$ cat src/rtl/game_state_ctrl.sv
// Game-flow master: MENU/PLAY/WON/LOST, jump timer, obstacle hits,
// lives and score for the counter_shapes / VGA renderer pair.
module game_state_ctrl #(
  parameter logic [10:0] WIN_TIME    = 11'd1800,
  parameter int          LIVES       = 3,
  parameter logic [9:0]  OBJ_START   = 10'd680,
  parameter logic [9:0]  PLAYER_X_LO = 10'd80,
  parameter logic [9:0]  PLAYER_X_HI = 10'd120,
  parameter logic [7:0]  JUMP_LEN    = 8'd40,
  parameter logic [7:0]  END_HOLD    = 8'd120
) (
  input  logic        clk,
  input  logic        reset,
  input  logic        start_btn,
  input  logic        jump_btn,
  input  logic [9:0]  obj_position_counter,
  input  logic [10:0] game_time,
  output logic        menuScreen,
  output logic        playerWon,
  output logic        playerLost,
  output logic        reset_obj_count,
  output logic        hit,
  output logic        airborne,
  output logic [2:0]  lives,
  output logic [7:0]  score
);

  typedef enum logic [1:0] {
    S_MENU,
    S_PLAY,
    S_WON,
    S_LOST
  } state_t;

  state_t     state, state_nx;
  logic       start_q, jump_q;
  logic       start_rise, jump_rise;
  logic [7:0] jtmr, jtmr_nx;
  logic [7:0] htmr, htmr_nx;
  logic       air_nx;
  logic [2:0] lives_nx;
  logic [7:0] score_nx;
  logic       hit_nx;
  logic [9:0] obj_x;
  logic       in_win, hit_cond, clear, win;

  assign start_rise = start_btn & ~start_q;
  assign jump_rise  = jump_btn & ~jump_q;

  // Obstacle already past the origin wraps obj_x, so gate on the raw counter
  assign obj_x  = OBJ_START - obj_position_counter;
  assign in_win = (obj_position_counter <= OBJ_START) &&
                  (obj_x >= PLAYER_X_LO) &&
                  (obj_x <= PLAYER_X_HI);

  assign hit_cond = (state == S_PLAY) && !airborne &&
                    in_win && !reset_obj_count;
  assign clear    = obj_position_counter >= OBJ_START;
  assign win      = game_time >= WIN_TIME;

  always_comb begin
    state_nx = state;
    jtmr_nx  = jtmr;
    htmr_nx  = htmr;
    air_nx   = airborne;
    lives_nx = lives;
    score_nx = score;
    hit_nx   = 1'b0;
    unique case (state)
      S_MENU: begin
        if (start_rise) begin
          state_nx = S_PLAY;
          lives_nx = 3'(LIVES);
          score_nx = 8'd0;
          air_nx   = 1'b0;
          jtmr_nx  = 8'd0;
        end
      end
      S_PLAY: begin
        hit_nx = hit_cond;
        if (airborne) begin
          if (jtmr == 8'd0) air_nx = 1'b0;
          else jtmr_nx = jtmr - 8'd1;
        end else if (jump_rise) begin
          air_nx  = 1'b1;
          jtmr_nx = JUMP_LEN - 8'd1;
        end
        if (clear && score != 8'hff)
          score_nx = score + 8'd1;
        if (hit_cond)
          lives_nx = lives - 3'd1;
        // A fatal hit outranks a win landing on the same cycle
        if (hit_cond && lives == 3'd1) begin
          state_nx = S_LOST;
          htmr_nx  = END_HOLD - 8'd1;
          air_nx   = 1'b0;
          jtmr_nx  = 8'd0;
        end else if (win) begin
          state_nx = S_WON;
          htmr_nx  = END_HOLD - 8'd1;
          air_nx   = 1'b0;
          jtmr_nx  = 8'd0;
        end
      end
      S_WON, S_LOST: begin
        air_nx = 1'b0;
        if (start_rise || htmr == 8'd0)
          state_nx = S_MENU;
        else
          htmr_nx = htmr - 8'd1;
      end
      default: state_nx = S_MENU;
    endcase
  end

  always_ff @(posedge clk or posedge reset) begin
    if (reset) begin
      state           <= S_MENU;
      start_q         <= 1'b0;
      jump_q          <= 1'b0;
      jtmr            <= 8'd0;
      htmr            <= 8'd0;
      airborne        <= 1'b0;
      lives           <= 3'(LIVES);
      score           <= 8'd0;
      hit             <= 1'b0;
      reset_obj_count <= 1'b0;
      menuScreen      <= 1'b1;
      playerWon       <= 1'b0;
      playerLost      <= 1'b0;
    end else begin
      state           <= state_nx;
      start_q         <= start_btn;
      jump_q          <= jump_btn;
      jtmr            <= jtmr_nx;
      htmr            <= htmr_nx;
      airborne        <= air_nx;
      lives           <= lives_nx;
      score           <= score_nx;
      hit             <= hit_nx;
      reset_obj_count <= hit_nx;
      menuScreen      <= (state_nx == S_MENU);
      playerWon       <= (state_nx == S_WON);
      playerLost      <= (state_nx == S_LOST);
    end
  end

endmodule

$ cat config.mk
export PLATFORM = sky130hd
export DESIGN_NAME = game_state_ctrl
export DESIGN_NICKNAME = d
export VERILOG_FILES = /design/src/rtl/game_state_ctrl.sv
export SDC_FILE = /design/constraint.sdc
export NUM_CORES = 1
export LEC_CHECK = 0
export ABC_AREA = 1
export BUFFER_PORTS_ARGS = -buffer_cell sky130_fd_sc_hd__buf_2
export CORE_AREA = 10 10 89 91
export DETAILED_ROUTE_END_ITERATION = 8
export DIE_AREA = 0 0 99 101
export GPL_TIMING_DRIVEN = 0
export PLACE_DENSITY_LB_ADDON = 0.15
export REMOVE_ABC_BUFFERS = 1
export SYNTH_ARGS = -nofsm -noshare
export SYNTH_HDL_FRONTEND = slang
export SYNTH_SLANG_ARGS = --single-unit
$ cat constraint.sdc
create_clock -name clk -period 1.78 [get_ports clk]
set_clock_uncertainty 0.1 [all_clocks]
set_input_delay 0.267 -clock clk [delete_from_list [all_inputs] [get_ports clk]]
set_output_delay 0.267 -clock clk [all_outputs]
set_load 0.02 [all_outputs]
Word-level counts from Yosys, hierarchy flattened
Index checks and enable logic that the tools add are counted.
W data, S select, Z words.
- flip-flop bits (word level): 36
- bits of input ports: 25
- output and inout port bits: 17
- word-level logic and storage cells: 90
- $add $sub $neg: 5
- order comparisons: 5
- eq/ne operators: 14
- muxes and demuxes: 29
- bitwise logic cells: 4
- reductions and logical operators: 21
- operator list (kind ; number):
    $mux W8 ; 10
    $pmux W8 S2 ; 3
    $logic_not A8 Y1 ; 2
    $sub A8 B1 Y8 const B ; 2
    $ge A11 B11 Y1 const B ; 1
    $ge A10 B10 Y1 const B ; 1
    $ge A10 B7 Y1 const B ; 1
    $le A10 B10 Y1 const B ; 1
    $le A10 B7 Y1 const B ; 1
    $ne A5 B4 Y1 const B ; 2
    $sub A10 B10 Y10 const A ; 1
    $reduce_and A3 Y1 ; 3
    $add A8 B1 Y8 const B ; 1
    $eq A2 B2 Y1 const B ; 4
    $mux W2 ; 4
    $ne A8 B8 Y1 const B ; 1
    $logic_and A1 B1 Y1 ; 7
    $mux W1 ; 7
    $mux W3 ; 2
    $ne A2 B2 Y1 const B ; 3
    $pmux W2 S3 ; 1
    $pmux W3 S2 ; 1
    $logic_not A2 Y1 ; 2
    $reduce_and A4 Y1 ; 1
    other kinds (12) ; 16

Longest topological paths before layout
Gate-level depths: netlist (run 1).
- depth after elaboration: 10
- depth in mapped cells: 17
- gate-level depth less buffers: 17

Worst setup path before layout (run 1)
OpenSTA, ideal clock, no wires.
- path kind: in2reg
- from: input port obj_position_counter[0]
- to: register htmr[0]
- setup time: 74 ps
- arrival time: 1671 ps
- required time: 1606 ps
- path slack: -65 ps
- stages on the path: 14
- path buffers: 1
- cells stage by stage: inv_1 > ha_1 > nand2_1 > nand2_1 > nand2_1 > nand2_1 > nand2_1 > nand2_2 > nor3_4 > nand3_4 > nand2_4 > nand2_4 > buf_6 > a21oi_4
- word-level cells in the longest chain between the ends: 9
- elaborated cells between the ends (all ways): 13
- those cells by class: 1 x add/sub; 3 x order compare; 1 x eq/ne; 2 x mux; 6 x reduce/logical
- ends and longest elaborated chain (what ; RTL line ; source):
    from (decl) ; 16 ; input logic [9:0] obj_position_counter,
    $sub A10 B10 Y10 ; 51 ; assign obj_x = OBJ_START - obj_position_counter;
    $ge A10 B7 Y1 ; 53 ; (obj_x >= PLAYER_X_LO) &&
    $logic_and A1 B1 Y1 ; 52 ; assign in_win = (obj_position_counter <= OBJ_START) &&
    $logic_and A1 B1 Y1 (*) ; 53 ;
    $logic_and A1 B1 Y1 (*) ; 56 ; assign hit_cond = (state == S_PLAY) && !airborne &&
    $logic_and A1 B1 Y1 (*) ; 57 ; in_win && !reset_obj_count;
    $logic_and A1 B1 Y1 (*) ; 93 ; if (hit_cond && lives == 3'd1) begin
    $ne A3 B2 Y1 (no line) or $mux W8 (tied branches) ; n/a ;
    $reduce_and A3 Y1 (no line) or $pmux W8 S2 (tied branches) ; n/a ;
    to (signal assigned) ; 136 ; htmr <= htmr_nx;
    to (decl) ; 39 ; logic [7:0] htmr, htmr_nx;
Mark *: on every way between the ends. The rest lies on a longest branch, timed or not.
A chain may end at the register's enable or synchronous reset.

Final worst setup path (run 1)
- from: register state[1]
- to: register jtmr[1]
- word-level cells in the longest chain between the ends: 7
- elaborated cells between the ends (all ways): 13
- those cells by class: 4 x eq/ne; 2 x mux; 7 x reduce/logical
- ends and longest elaborated chain (what ; RTL line ; source):
    from (decl) ; 35 ; state_t state, state_nx;
    from (signal assigned) ; 132 ; state <= state_nx;
    $eq A2 B1 Y1 ; 56, 69 ;
    $logic_and A1 B1 Y1 (2 in a row) ; 56 ;
    $logic_and A1 B1 Y1 ; 57 ;
    $logic_and A1 B1 Y1 ; 93 ;
    $ne A5 B4 Y1 (no line) or $mux W8 (tied branches) ; n/a ;
    $reduce_and A4 Y1 (no line) or $pmux W8 S2 (tied branches) ; n/a ;
    to (signal assigned) ; 135 ; jtmr <= jtmr_nx;
    to (decl) ; 38 ; logic [7:0] jtmr, jtmr_nx;
Parallel ways exist; a longest one is shown, timed or not.

==> flow_metrics.tcl, run 1 <==
set metrics [dict create \
    wl_per_cell_um 12.4 \
    ant_nets 0 \
    synth.most_common_cell "nand2_1" \
    netlist_top_cells_count "nand2_1 (95), inv_1 (45), nor2_1 (42)" \
    critPathMaxStageDelay_ns 0.44 \
    grt_pass1_wl_um 9790 \
    synth-xor-area-share 0.0252 \
    viasPerCell 4.82 \
    num_vias 2290 \
    synth_enable_flop_cells 0 \
    drive_above_1_share 0.369 \
    ir_drop_mv 0.812 \
    syn2layout_area_growth_pct 31.2 \
    tns_ns 0 \
    netlist_area_mm2 0.00243 \
    setup_viol 0 \
    diodes 0 \
    cts.sinks 36 \
    clk_pin_slew_ns 0.07 \
    cp_slowest_cell "dfrtp_2" \
    outcome "finished clean" \
    seq_area_frac_synth 0.372 \
    cts_inserted_buffers 5 \
    ys_seq_elements 36 \
    worst_pin_slew_ns 0.751 \
    grt_max_degree 37 \
    grt_pass1_vias 2202 \
    synth_top_family_by_area "simple AND/OR/NAND/NOR gates" \
    async_flop_share 1.00 \
    power.density_mw_per_mm2 1330 \
    synth_top_cell_area_share 0.340 \
    synth_flop_cell "dfrtp_1" \
    antenna_found_initial 0 \
    clk-insertion-delay-late_ns 0.28 \
    drt_wl_total_um 5880 \
    final_cells 475 \
    r2r_start "state[1]$_DFF_PP0_" \
    yosys.area.top_type "dfrtp_1" \
    dr.first_iter.drc_count 70 \
    cp_max_fo 9 \
    required_ns 1.91 \
    period_share 0.966 \
    ff2ff_path_depth 8 \
    fp.dieH_um 101 \
    grt_setup_unrepaired "yes" \
    fin_crit_ns 1.72 \
    cts_buffer_depth 2 \
    r2r_end "jtmr[1]$_DFFE_PP0P_" \
    worstSetupPathType "register to register" \
    n_fill_cell 613 \
    coreArea_mm2 0.00620 \
    synthAdderAreaFrac 0.0464 \
    io_pins 42 \
    endpoint_kind "register" \
    crit_top_cell "nor2_4" \
    synth_compound_area_frac 0.103 \
    synthMuxAreaShare 0 \
    grt_use_total 0.116 \
    synth.yosys.warnings 0 \
    synth_cells 338 \
    maxCapViolations 0 \
    finalMaxSlewViolations 0 \
    start_util 0.391 \
    register_area_um2 907 \
    slew_headroom 0.499 \
    worstSetupStartpointType "register" \
    rows 29 \
    synth-simple-area-share 0.360 \
    die-area_mm2 0.0100 \
    drc 0 \
    hpwl_um 4160 \
    synth_cell_types 37 \
    cts_tree "yes" \
    multi_input_area_mm2 0.00153 \
    root_buffer "clkbuf_8" \
    crit_arrival_ns 1.85 \
    firstDrtPassIters 4 \
    overflow 0 \
    post-place-cells 449 \
    hold_class "input pin to asynchronous set/reset pin" \
    gp_congestion 0.834 \
    reg2reg_slack_ns 0.06 \
    die_w_um 99 \
    cp_cell_sequence "nor2_4, clkinv_2, nor2_4, nand2_8, buf_12, nor2_1, nand3_1, nand2_1" \
    io_buffer_count 38 \
    nNetsFinal 432 \
    hold_violations 0 \
    leakage_nw 1.67 \
    synthTopCellsByArea "dfrtp_1 (34%), nand2_1 (15%), inv_1 (7.0%)" \
    cts_max_level 2 \
    max_freq_mhz 581 \
    syn_avg_cell_area_um2 7.19 \
]
## metal layers
| layer | part of all wire | routed length [µm] | global-route usage |
|---|---|---|---|
| met1 | 0.47 | 2740 | 0.142 |
| met2 | 0.47 | 2740 | 0.193 |
| met3 | 0.051 | 300 | 0.0343 |
| met4 | 0.017 | 99 | 0.0331 |
| met5 | 0 | 0 | 0 |
## cells by family (layout without fill, tap and decap cells)
family          after synthesis  after routing
compound gates               38             38
xor+xnor                      7              7
fa+ha+maj                     9              9
buf+inv                      55            113
flops                        36             36
simple gates                193            195
## worst max-delay path, delay by kind of cell (launching register included)
kind          cells  cell delay (ns)
simple gates      6             0.77
flops             1             0.44
buf+inv           2             0.33
## where the power goes
part / switching, mW / internal [mW] / total, mW
Sequential: 0.196 / 1.08 / 1.27
Combinational: 1.42 / 0.918 / 2.34
Clock: 0.287 / 0.345 / 0.632
## layout by cell type, fill, tap and decap left out, drive strengths merged, types with 2 or more instances in the layout
cell type	n
or2	3
nor3	3
a21oi	13
nand3	31
inv	50
o21ai	17
buf	54
xor2	5
nor4	5
nor2	51
xnor2	2
nand2	101
clkbuf	7
dfstp	3
ha	9
o31ai	2
dfrtp	33
## per-stage QoR
| step | power, mW | hold slack, ns | cell area (µm²) | util | setup WS [ns] |
|---|---|---|---|---|---|
| global route | 4.59 | 0.00765 | 3190 | 0.514 | -0.0499 |
| detailed placement | 3.02 | 0.295 | 2680 | 0.432 | -0.462 |
| finish | 4.24 | 0.00723 | 3190 | 0.514 | 0.0603 |
| CTS | 4.05 | 0.00617 | 3010 | 0.485 | -0.00203 |
| floorplan | 2.59 | 0.198 | 2390 | - | -0.0719 |
| global placement | 3.00 | 0.291 | 2680 | 0.432 | -0.457 |
## flip-flops by register name, summed over array words and instances (netlist names)
register / cells
airborne: 1
hit: 1
htmr: 8
jtmr: 8
jump_q: 1
lives: 3
menuScreen: 1
playerLost: 1
playerWon: 1
score: 8
start_q: 1
state: 2
## worst max-delay path by stage
stage,from,to,slack (ns),depth (start not counted)
after global routing,jtmr[4]$_DFFE_PP0P_,jtmr[7]$_DFFE_PP0P_,-0.05,8
after CTS,obj_position_counter[0],jtmr[1]$_DFFE_PP0P_,-0.002,17
final,state[1]$_DFF_PP0_,jtmr[1]$_DFFE_PP0P_,0.06,8
after floorplan,obj_position_counter[0],htmr[2]$_DFFE_PP0P_,-0.07,14
after global placement,obj_position_counter[0],jtmr[5]$_DFFE_PP0P_,-0.46,14
after detailed placement,obj_position_counter[0],htmr[7]$_DFFE_PP0P_,-0.46,14
## cell type report
class	instances	area share
Timing Repair Buffer	55	0.111
Tap cell	77	0.0302
Inverter	51	0.0628
Clock buffer	7	0.0302
Multi-Input combinational cell	249	0.481
Sequential cell	36	0.285
## timing repair
item / CTS / global route
cloned: 2 / 0
buffers inserted: 12 / 4
hold buffers: 1 / 0
hold endpoints to repair: 1 / 0
setup endpoints to repair: 28 / 28
resized for setup: 29 / 45
pin swaps: 14 / 25
(Power assumes the default switching activity.)
==> run 2, diff against run 1 <==
--- a/config.mk
+++ b/config.mk
@@ -12,6 +12,7 @@
 export DIE_AREA = 0 0 99 101
 export GPL_TIMING_DRIVEN = 0
 export PLACE_DENSITY_LB_ADDON = 0.15
+export RECOVER_POWER = 50
 export REMOVE_ABC_BUFFERS = 1
 export SYNTH_ARGS = -nofsm -noshare
 export SYNTH_HDL_FRONTEND = slang
==> flow_metrics.tcl, run 2 (synthesis gave the netlist of run 1 again) <==
set metrics [dict create \
    p_int_mw 2.33 \
    multi_input_area_mm2 0.00153 \
    post-place-cells 449 \
    gp_congestion 0.834 \
    grt_pass1_wl_um 9790 \
    clk_pin_slew_ns 0.07 \
    hold_violations 0 \
    critPathMaxStageDelay_ns 0.44 \
    syn2layout_area_growth_pct 31.1 \
    crit_arrival_ns 1.84 \
    final_common_cell "nand2_1" \
    cts_tree "yes" \
    p_sw_mw 1.90 \
    fin_crit_ns 1.72 \
    maxCapViolations 0 \
    cp_max_fo 9 \
    clock_power_share 0.149 \
    clk-insertion-delay-late_ns 0.28 \
    hpwl_um 4160 \
    num_vias 2292 \
    cp_cell_sequence "nor2_4, clkinv_2, nor2_4, nand2_8, buf_12, nor2_1, nand3_1, nand2_1" \
    ant_nets 0 \
    top_regs "htmr (8), jtmr (8), score (8)" \
    diodes 0 \
    fp.dieH_um 101 \
    grt_use_total 0.116 \
    grt_pass1_vias 2202 \
    cts_inserted_buffers 5 \
    cts.sinks 36 \
    n_fill_cell 615 \
    cts_max_level 2 \
    hold_class "input pin to register" \
    most-common-layout-cells "nand2_1 (77), inv_1 (37), nor2_1 (35)" \
    root_buffer "clkbuf_8" \
    worstSetupPathType "register to register" \
    ir_drop_mv 0.811 \
    comb_power_share 0.550 \
    firstDrtPassIters 4 \
    required_ns 1.91 \
    worst_pin_slew_ns 1.35 \
    antenna_found_initial 0 \
    wl_per_cell_um 12.4 \
    design_area_mm2 0.00318 \
    drt_wl_total_um 5870 \
    io_pins 42 \
    netSwitchingFraction 0.449 \
    tns_ns 0 \
    coreArea_mm2 0.00620 \
    die_w_um 99 \
    nNetsFinal 432 \
    register_area_um2 907 \
    viasPerCell 4.83 \
    crit_top_cell "nor2_4" \
    postPlaceCellArea_mm2 0.00268 \
    final_cells 475 \
    finalMaxSlewViolations 0 \
    setup_viol 0 \
    endpoint_kind "register" \
    total_power_mw 4.24 \
    max_freq_mhz 582 \
    leakage_nw 1.67 \
    grt_setup_unrepaired "yes" \
    rows 29 \
    io_buffer_count 38 \
    pwr-share-seq 0.301 \
    cp_slowest_cell "dfrtp_2" \
    drive_above_1_share 0.359 \
    cts_buffer_depth 2 \
    outcome "finished clean" \
    period_share 0.965 \
    slew_headroom 0.0997 \
    die-area_mm2 0.0100 \
    power.density_mw_per_mm2 1330 \
    drc 0 \
    grt_max_degree 37 \
    worstSetupStartpointType "register" \
    overflow 0 \
    start_util 0.391 \
    reg2reg_slack_ns 0.06 \
    dr.first_iter.drc_count 70 \
]
## run 2: changes by cell type in the layout (fill, tap and decap cells not counted)
cell | before | now
inv_2 | 12 | 11
inv_1 | 36 | 37
buf_2 | 36 | 33
clkbuf_1 | 0 | 3
## run 2: final cells by class
cell class,count,share of cell area
clock buffers,7,0.0303
inverters,51,0.0629
multi-input cells,249,0.482
flip-flops and latches,36,0.285
well taps,77,0.0303
repair buffers,55,0.110
## run 2: final timing paths
| check | from | cells after the start | endpoint |
|---|---|---|---|
| min | start_btn | 1 | start_q$_DFF_PP0_ |
| max in group asynchronous | reset | 2 | airborne$_DFFE_PP0P_ |
| min in group asynchronous | reset | 2 | score[5]$_DFFE_PP0P_ |
| max reg2reg | state[1]$_DFF_PP0_ | 8 | jtmr[1]$_DFFE_PP0P_ |
| min reg2reg | htmr[4]$_DFFE_PP0P_ | 2 | htmr[4]$_DFFE_PP0P_ |
| max | state[1]$_DFF_PP0_ | 8 | jtmr[1]$_DFFE_PP0P_ |
## run 2: power by group through the flow
| stage | logic (mW) | registers [mW] | clock network, mW |
|---|---|---|---|
| 6_report | 2.33 | 1.27 | 0.632 |
| 5_1_grt | 2.60 | 1.30 | 0.681 |
| 4_1_cts | 2.13 | 1.27 | 0.649 |
| 3_5_place_dp | 1.72 | 1.30 | 0 |
| 3_3_place_gp | 1.71 | 1.29 | 0 |
| 2_1_floorplan | 1.22 | 1.36 | 0 |
## run 2: layer usage
layer | part of all wire | up-vias | global-route usage
met5 | 0 | - | 0
met4 | 0.017 | 0 | 0.0331
met3 | 0.053 | 9 | 0.0343
met2 | 0.47 | 39 | 0.193
met1 | 0.46 | 1050 | 0.142
li1 | - | 1194 | -
## run 2: metrics by stage
step / setup WS (ns) / utilization / hold WS [ns]
6_report: 0.0623 / 0.513 / 0.0204
5_1_grt: -0.0499 / 0.513 / 0.0224
4_1_cts: -0.00203 / 0.485 / 0.00617
3_5_place_dp: -0.462 / 0.432 / 0.295
3_3_place_gp: -0.457 / 0.432 / 0.291
2_1_floorplan: -0.0719 / - / 0.198
## run 2: worst max-delay path, delay by kind of cell (launching register included)
family,cells,cell delay [ns]
buf+inv,2,0.33
flops,1,0.44
simple gates,6,0.77
## run 2: timing repair
item                                    CTS  global route
gates cloned                              2             0
hold buffers                              1             0
resized for setup                        29            45
hold endpoints to repair                  1             0
pin swaps                                14            25
setup buffers                            12             4
endpoints found under the setup margin   28            28
